[config.mk]
export PLATFORM = sky130hd
export DESIGN_NAME = system_exec_ctrl
export DESIGN_NICKNAME = d
export VERILOG_FILES = /design/src/rtl/instr_type.sv /design/src/rtl/system_exec_ctrl_pkg.sv /design/src/rtl/csr_rmw_alu.sv /design/src/rtl/system_exec_ctrl.sv
export SDC_FILE = /design/constraint.sdc
export NUM_CORES = 1
export LEC_CHECK = 0
export ABC_AREA = 1
export CAP_MARGIN = 20
export CORE_MARGIN = 3
export CORE_UTILIZATION = 41
export DETAILED_ROUTE_END_ITERATION = 6
export PLACE_DENSITY = 0.82
export SKIP_CTS_REPAIR_TIMING = 1
export SYNTH_ARGS = -nofsm -noshare
export SYNTH_HDL_FRONTEND = slang
export SYNTH_SLANG_ARGS = --single-unit
[constraint.sdc]
create_clock -name clk -period 1.6 [get_ports clk]
set_clock_uncertainty 0.05 [all_clocks]
set_input_delay 0.32 -clock clk [delete_from_list [all_inputs] [get_ports clk]]
set_output_delay 0.32 -clock clk [all_outputs]
set_load 0.02 [all_outputs]
[src/rtl/instr_type.sv]
// Decoded instruction kinds shared between the decoder and the execution units.
package instr_type;

  typedef enum logic [3:0] {
    sysk_invalid = 4'd0,
    sysk_csrrw   = 4'd1,
    sysk_csrrs   = 4'd2,
    sysk_csrrc   = 4'd3,
    sysk_csrrwi  = 4'd4,
    sysk_csrrsi  = 4'd5,
    sysk_csrrci  = 4'd6,
    sysk_ecall   = 4'd7,
    sysk_ebreak  = 4'd8
  } system_kind_t;

endpackage

[src/rtl/system_exec_ctrl_pkg.sv]
// Shared constants, controller state type and kind-classification helpers for system_exec_ctrl.
package system_exec_ctrl_pkg;
  import instr_type::*;

  typedef enum logic [2:0] {
    StIdle,
    StCsrRd,
    StCsrWr,
    StTrapEpc,
    StTrapCause,
    StTrapVec,
    StFin
  } sys_ctrl_state_t;

  localparam logic [11:0] CSR_MEPC   = 12'h341;
  localparam logic [11:0] CSR_MCAUSE = 12'h342;
  localparam logic [11:0] CSR_MTVEC  = 12'h305;

  localparam logic [31:0] CAUSE_ECALL_M    = 32'd11;
  localparam logic [31:0] CAUSE_BREAKPOINT = 32'd3;

  function automatic logic is_csr_kind(system_kind_t k);
    case (k)
      sysk_csrrw, sysk_csrrs, sysk_csrrc,
      sysk_csrrwi, sysk_csrrsi, sysk_csrrci: return 1'b1;
      default:                               return 1'b0;
    endcase
  endfunction

  function automatic logic is_imm_kind(system_kind_t k);
    return (k == sysk_csrrwi) || (k == sysk_csrrsi) || (k == sysk_csrrci);
  endfunction

  function automatic logic is_rw_kind(system_kind_t k);
    return (k == sysk_csrrw) || (k == sysk_csrrwi);
  endfunction

  function automatic logic is_trap_kind(system_kind_t k);
    return (k == sysk_ecall) || (k == sysk_ebreak);
  endfunction

endpackage

[src/rtl/csr_rmw_alu.sv]
// Combinational CSR read-modify-write: derives the new CSR value and whether a write is needed.
module csr_rmw_alu
  import instr_type::*;
(
  input  system_kind_t kind_i,
  input  logic [31:0]  old_i,
  input  logic [31:0]  src_i,
  input  logic         src_idx_zero_i,
  output logic [31:0]  new_o,
  output logic         write_en_o
);

  always_comb begin
    new_o      = old_i;
    write_en_o = 1'b0;
    case (kind_i)
      sysk_csrrw, sysk_csrrwi: begin
        new_o      = src_i;
        write_en_o = 1'b1;
      end
      // Set/clear with a zero source field must not produce a write side effect.
      sysk_csrrs, sysk_csrrsi: begin
        new_o      = old_i | src_i;
        write_en_o = ~src_idx_zero_i;
      end
      sysk_csrrc, sysk_csrrci: begin
        new_o      = old_i & ~src_i;
        write_en_o = ~src_idx_zero_i;
      end
      default: ;
    endcase
  end

endmodule

[src/rtl/system_exec_ctrl.sv]
// Executes decoded system instructions (CSR accesses, ecall/ebreak traps) over a CSR-file port.
module system_exec_ctrl
  import instr_type::*;
  import system_exec_ctrl_pkg::*;
(
  input  logic         clk,
  input  logic         rst,
  input  logic         req_valid,
  output logic         req_ready,
  input  system_kind_t kind,
  input  logic [11:0]  csr_addr_in,
  input  logic [31:0]  rs1_val,
  input  logic [4:0]   rs1_idx,
  input  logic [4:0]   rd,
  input  logic [31:0]  pc,
  output logic         csr_req,
  output logic         csr_we,
  output logic [11:0]  csr_addr,
  output logic [31:0]  csr_wdata,
  input  logic [31:0]  csr_rdata,
  input  logic         csr_ack,
  output logic         rd_we,
  output logic [4:0]   rd_addr,
  output logic [31:0]  rd_wdata,
  output logic         redirect_valid,
  output logic [31:0]  redirect_pc,
  output logic         done,
  output logic         illegal
);

  sys_ctrl_state_t state_q, state_d;
  system_kind_t    kind_q, kind_d;
  logic [11:0]     addr_q, addr_d;
  logic [31:0]     src_q, src_d;
  logic [31:0]     pc_q, pc_d;
  // Holds the old CSR value for CSR kinds, or mtvec for traps.
  logic [31:0]     data_q, data_d;
  logic [4:0]      rd_q, rd_d;
  logic            idx_zero_q, idx_zero_d;

  logic [31:0]     new_val;
  logic            rmw_we;

  csr_rmw_alu u_rmw (
    .kind_i         (kind_q),
    .old_i          (data_q),
    .src_i          (src_q),
    .src_idx_zero_i (idx_zero_q),
    .new_o          (new_val),
    .write_en_o     (rmw_we)
  );

  always_comb begin
    state_d        = state_q;
    kind_d         = kind_q;
    addr_d         = addr_q;
    src_d          = src_q;
    pc_d           = pc_q;
    data_d         = data_q;
    rd_d           = rd_q;
    idx_zero_d     = idx_zero_q;
    req_ready      = 1'b0;
    csr_req        = 1'b0;
    csr_we         = 1'b0;
    csr_addr       = 12'h0;
    csr_wdata      = 32'h0;
    rd_we          = 1'b0;
    rd_addr        = 5'd0;
    rd_wdata       = 32'h0;
    redirect_valid = 1'b0;
    redirect_pc    = 32'h0;
    done           = 1'b0;
    illegal        = 1'b0;

    unique case (state_q)
      StIdle: begin
        req_ready = 1'b1;
        if (req_valid) begin
          kind_d     = kind;
          addr_d     = csr_addr_in;
          src_d      = is_imm_kind(kind) ? {27'b0, rs1_idx} : rs1_val;
          idx_zero_d = (rs1_idx == 5'd0);
          rd_d       = rd;
          pc_d       = pc;
          data_d     = 32'h0;
          if (is_csr_kind(kind)) begin
            // A swap into x0 has no observable read, so the read is skipped entirely.
            state_d = (is_rw_kind(kind) && rd == 5'd0) ? StCsrWr : StCsrRd;
          end else if (is_trap_kind(kind)) begin
            state_d = StTrapEpc;
          end else begin
            state_d = StFin;
          end
        end
      end
      StCsrRd: begin
        csr_req  = 1'b1;
        csr_addr = addr_q;
        if (csr_ack) begin
          data_d  = csr_rdata;
          state_d = rmw_we ? StCsrWr : StFin;
        end
      end
      StCsrWr: begin
        csr_req   = 1'b1;
        csr_we    = 1'b1;
        csr_addr  = addr_q;
        csr_wdata = new_val;
        if (csr_ack) state_d = StFin;
      end
      StTrapEpc: begin
        csr_req   = 1'b1;
        csr_we    = 1'b1;
        csr_addr  = CSR_MEPC;
        csr_wdata = pc_q;
        if (csr_ack) state_d = StTrapCause;
      end
      StTrapCause: begin
        csr_req   = 1'b1;
        csr_we    = 1'b1;
        csr_addr  = CSR_MCAUSE;
        csr_wdata = (kind_q == sysk_ebreak) ? CAUSE_BREAKPOINT : CAUSE_ECALL_M;
        if (csr_ack) state_d = StTrapVec;
      end
      StTrapVec: begin
        csr_req  = 1'b1;
        csr_addr = CSR_MTVEC;
        if (csr_ack) begin
          data_d  = csr_rdata;
          state_d = StFin;
        end
      end
      StFin: begin
        done    = 1'b1;
        state_d = StIdle;
        if (is_csr_kind(kind_q)) begin
          if (rd_q != 5'd0) begin
            rd_we    = 1'b1;
            rd_addr  = rd_q;
            rd_wdata = data_q;
          end
        end else if (is_trap_kind(kind_q)) begin
          redirect_valid = 1'b1;
          redirect_pc    = {data_q[31:2], 2'b00};
        end else begin
          illegal = 1'b1;
        end
      end
      default: state_d = StIdle;
    endcase
  end

  always_ff @(posedge clk or negedge rst) begin
    if (!rst) begin
      state_q    <= StIdle;
      kind_q     <= sysk_invalid;
      addr_q     <= 12'h0;
      src_q      <= 32'h0;
      pc_q       <= 32'h0;
      data_q     <= 32'h0;
      rd_q       <= 5'd0;
      idx_zero_q <= 1'b0;
    end else begin
      state_q    <= state_d;
      kind_q     <= kind_d;
      addr_q     <= addr_d;
      src_q      <= src_d;
      pc_q       <= pc_d;
      data_q     <= data_d;
      rd_q       <= rd_d;
      idx_zero_q <= idx_zero_d;
    end
  end

endmodule

# ---- After elaboration in Yosys (flattened, before gate mapping)
# Index checks and enable logic that the tools add are counted.
dict set report totals {
  ff_bits 121
  inputBits 126
  word_cells 111
  output_inout_bits 120
}
dict set report classes {
  mux 46
  n_reduce_logical 25
  bitwise 4
  eq_ne 28
}
# operator count
set op_table {}
lappend op_table {{$mux W32} 9}
lappend op_table {{$pmux W32 S3} 2}
lappend op_table {{$pmux W32 S2} 1}
lappend op_table {{$pmux W12 S4} 1}
lappend op_table {{$and A32 B32 Y32} 1}
lappend op_table {{$eq A4 B3 Y1 const B} 8}
lappend op_table {{$not A32 Y32} 1}
lappend op_table {{$or A32 B32 Y32} 1}
lappend op_table {{$mux W3} 8}
lappend op_table {{$mux W1} 18}
lappend op_table {{$eq A4 B2 Y1 const B} 4}
lappend op_table {{$mux W5} 3}
lappend op_table {{$pmux W3 S5} 1}
lappend op_table {{$reduce_or A2 Y1} 6}
lappend op_table {{$reduce_or A6 Y1} 2}
lappend op_table {{$logic_not A5 Y1} 2}
lappend op_table {{$eq A3 B3 Y1 const B} 3}
lappend op_table {{$eq A4 B1 Y1 const B} 2}
lappend op_table {{$eq A4 B4 Y1 const B} 2}
lappend op_table {{$ne A2 B2 Y1 const B} 4}
lappend op_table {{$eq A3 B2 Y1 const B} 2}
lappend op_table {{$logic_or A1 B1 Y1} 5}
lappend op_table {{$reduce_and A5 Y1} 1}
lappend op_table {{$reduce_bool A5 Y1} 1}
lappend op_table {{14 further kinds} 15}

# ---- Depth between registers and ports, before layout
dict set report depth {
  ltp_word 8
  ltp_mapped 11
}

# ---- Modules after synthesis
# From an unflattened synthesis, not the netlist that was laid out.
dict set report unflattened {
  cells_unflattened 1194
  area_unflattened_um2 7841.3
}
# module n_inst area_each_um2 cells_per_inst
set by_module_without_submodules {}
lappend by_module_without_submodules {system_exec_ctrl 1 6054.6 802}
lappend by_module_without_submodules {csr_rmw_alu 1 1786.7 392}

# ---- Worst setup path before layout
# OpenSTA, ideal clock, no wires.
dict set report synth_timing {
  path_kind {reg2out}
  start {register state_q[1]}
  end {output rd_wdata[22]}
  arrival_time_ps 1636
  path_buffers 1
  path_stages_with_launch 6
  path_slack_ps -406
  path_cell_list {dfrtp_1 > inv_1 > nor3_2 > nand3_1 > buf_2 > nor2_1}
}
dict set report synth_between {
  elab_chain_cells 2
}
# item line
set synth_rtl {}
lappend synth_rtl {{from (decl)} system_exec_ctrl.sv:31} ;# sys_ctrl_state_t state_q, state_d;
lappend synth_rtl {{from (signal assigned)} system_exec_ctrl.sv:155} ;# state_q <= StIdle;
lappend synth_rtl {{from (signal assigned)} system_exec_ctrl.sv:164} ;# state_q <= state_d;
lappend synth_rtl {{$eq A3 B3 Y1} system_exec_ctrl.sv:75} ;# unique case (state_q)
lappend synth_rtl {{$mux W32} system_exec_ctrl.sv:75}
lappend synth_rtl {{to (decl)} system_exec_ctrl.sv:24} ;# output logic [31:0] rd_wdata,
# No other way between the ends.

# ---- Final worst setup path
dict set report layout_timing {
  start {register kind_q[2]}
  end {output csr_wdata[24]}
}
dict set report layout_between {
  elab_chain_cells 4
  word_cells_on_any_way 11
  cone_classes {6 x eq/ne; 2 x mux; 3 x reduce/logical}
}
# item line
set layout_rtl {}
lappend layout_rtl {{from (decl)} system_exec_ctrl.sv:32} ;# system_kind_t kind_q, kind_d;
lappend layout_rtl {{from (signal assigned)} system_exec_ctrl.sv:156} ;# kind_q <= sysk_invalid;
lappend layout_rtl {{from (signal assigned)} system_exec_ctrl.sv:165} ;# kind_q <= kind_d;
lappend layout_rtl {{$eq A4 B2 Y1 (tied with other cells)} csr_rmw_alu.sv:16} ;# case (kind_i)
lappend layout_rtl {{$reduce_or A2 Y1} csr_rmw_alu.sv:16}
lappend layout_rtl {{$pmux W32 S3 (*)} csr_rmw_alu.sv:16}
lappend layout_rtl {{$pmux W32 S3 (*)} system_exec_ctrl.sv:75}
lappend layout_rtl {{to (decl)} system_exec_ctrl.sv:19} ;# output logic [31:0] csr_wdata,
# Every way passes the cells marked *; elsewhere a longest branch is shown, timed or not.

==> run_results.csv <==
group,metric,value,unit
place,hpwlAfterDp,17500,µm
setup_path,path_class,"reg2out",
synthesis,yosys_warnings,0,
die,die_x,133,µm
grt,track_usage,26.2,%
die,io_pins,246,
clock_network,clk_latency,420,ps
die,die_area,17700,µm²
final_layout,final_nets,1432,
outcome,outcome,"complete, but fails checks",
drt,drc_errors,0,
die,core_area,15500,µm²
setup_path,end_kind,"output port",
synthesis,ys_ff_latch,121,
setup_path,max_stage_delay,450,ps
clock_network,cts_buffers,17,
sta,holdWs,295,ps
sta,period_needed,2450,ps
final_layout,n_fill_cell,1052,
grt,grt_pass1_vias,7009,
synthesis,synth_cells,988,
drt,drt-pass1-iter-count,7,
outcome,violations,"negative setup slack",
clock_network,cts-root-buf,"clkbuf_16",
die,start_util,42.8,%
job,maxCapViolCount,0,
sta,period_share,153,%
grt,overflow,0,
drt,wire_per_inst,18.2,µm
grt,grt_pass1_wl,36800,µm
clock_network,cts_tree,"yes",
clock_network,clockBufferDepth,2,
final_layout,finalNonFillerCells,1531,
sta,rsz0062_at_grt,"yes",
power,p_total,23.3,mW
drt,drtAntennaViolNets,0,
sta,relSlewSlack,64.1,%
synthesis,ys.flop_type,"dfrtp_1",
synthesis,syn_area_per_cell,6.71,µm²
power,power.leakage,5.60,nW
synthesis,synthArstFlopShare,100,%
synthesis,synth.distinct_cells,27,
setup_path,rr_startpoint,"state_q[0]$_DFFE_PN0P_",
synthesis,synth_top_area_cell,"dfrtp_1",
sta,worst_pin_slew,536,ps
synthesis,yosysMostFrequentCell,"nand2_1",
setup_path,arrival,2080,ps
setup_path,required,1230,ps
setup_path,r2r_setup_slack,-560,ps
sta,final.setup.worst_slack,-851,ps
drt,vias,7982,
sta,hold_violations,0,
place,place_inst,1465,
synthesis,synth_top_cell_area_share,45.7,%
setup_path,path_buf_inv,3,
synthesis,synthTopCellsByArea,"dfrtp_1 (46%), nand2_1 (25%), inv_1 (5.9%)",
grt,antenna_found_initial,1,
setup_path,critPathLaunchType,"flop",
synthesis,synth_commonest_cells,"nand2_1 (437), dfrtp_1 (121), inv_1 (105), nor2_1 (92), nand3_1 (72)",
drt,drt-total-wl,27800,µm
place,portBuffers,243,
power,ir_drop,1.14,mV
power,power_density,1990,nW/µm²
hold_path,hp-class,"in2async",
setup_path,crit_top_cell,"nand2_1",
grt,grt_max_degree,79,
clock_network,clkTransAtPathRegs,60,ps
clock_network,htreeDepth,4,
sta,setup_viol,239,
setup_path,startpoint,"kind_q[2]$_DFFE_PN0P_",
synthesis,synth_edf_count,0,
final_layout,final_layout_size_suffix_gt1_share,34.6,%
synthesis,yosysSeqAreaShare,45.7,%
clock_network,cts.sinks,121,
setup_path,crit_fanout,9,
setup_path,slowest_stage,"dfrtp_1",
die,die_h,133,µm
die,rows,45,
drt,drt_iter0_drc,621,
place,gp_congestion,1.00,
final_layout,area_growth,76.4,%
sta,final_max_slew_viol_count,0,
drt,routed_via_density,5.21,
sta,fmax,408,MHz
setup_path,cp_cell_sequence,"inv_2 > nor2_4 > nand3_2 > nand2_4 > buf_8 > nand2_1 > nand2_1 > nand2_1 > nand2_1 > nand2_1 > nand2_2 > buf_4",
synthesis,syn_area,6630,µm²
setup_path,cp_top_family,"simple AND/OR/NAND/NOR gates",
-- layout make-up --
class                           count  area (µm²)  area share (%)
Multi-Input combinational cell    708        3800            32.5
Timing Repair Buffer              351        3550            30.4
Sequential cell                   121        3030            25.9
Clock buffer                       21         470            4.02
Inverter                          107         412            3.52
Tap cell                          211         264            2.26
Clock inverter                     11         169            1.44
Antenna cell                        1        2.50          0.0214
-- registers in the layout (all words and copies together), names as in the netlist --
register,cells
kind_q,4
addr_q,12
state_q,3
pc_q,32
rd_q,5
idx_zero_q,1
data_q,32
src_q,32
-- worst paths after layout --
| check | end | cells after the start |
|---|---|---|
| min | addr_q[3]$_DFFE_PN0P_ | 2 |
| max reg2reg | data_q[5]$_DFFE_PN0P_ | 12 |
| max in group asynchronous | data_q[1]$_DFFE_PN0P_ | 3 |
| max | csr_wdata[24] | 12 |
| min reg2reg | pc_q[0]$_DFFE_PN0P_ | 2 |
| min in group clk | pc_q[30]$_DFFE_PN0P_ | 3 |
-- power breakdown --
part | total, mW | internal (mW) | switching [mW] | leakage (nW)
clock | 4.16 | 2.73 | 1.43 | 0.313
sequential | 5.64 | 4.53 | 1.11 | 1.54
combinational | 13.5 | 5.43 | 8.08 | 3.75
-- routing by layer --
metal / vias to the layer above / global-route usage, % / wire length [µm]
li1: 3664 / - / -
met1: 3791 / 36.6 / 11100
met2: 461 / 41.3 / 13500
met3: 66 / 4.87 / 2480
met4: 0 / 8.69 / 762
met5: - / 0 / 0
-- layout by cell type, fill, tap and decap left out, drive strengths merged, types with 2 or more instances in the layout --
cell type	n
inv	107
o22ai	5
bufinv	4
nor2	94
a21boi	2
buf	211
a21oi	2
clkinv	6
o21ai	87
nor3	3
nand2	438
nand3	72
conb	2
clkbuf	36
clkdlybuf4s50	124
dfrtp	121
-- through the flow --
stage               TNS, ps  util [%]  worst slack [ps]  cell area [µm²]
finish              -139290      75.5              -851            11700
global placement    -101680      65.3              -758            10100
floorplan            -13560         -              -228             7000
global route        -154350      75.5              -959            11700
CTS                 -170270      69.5             -1260            10800
detailed placement  -112970      65.3              -800            10100
-- cells by family after synthesis --
kind of cell	after synthesis	synth area share (%)
buf+inv	160	10.2
compound gates	96	7.64
simple gates	610	36.4
other cells	1	0.0566
flops	121	45.7
Power figures use the tool's default switching activity.
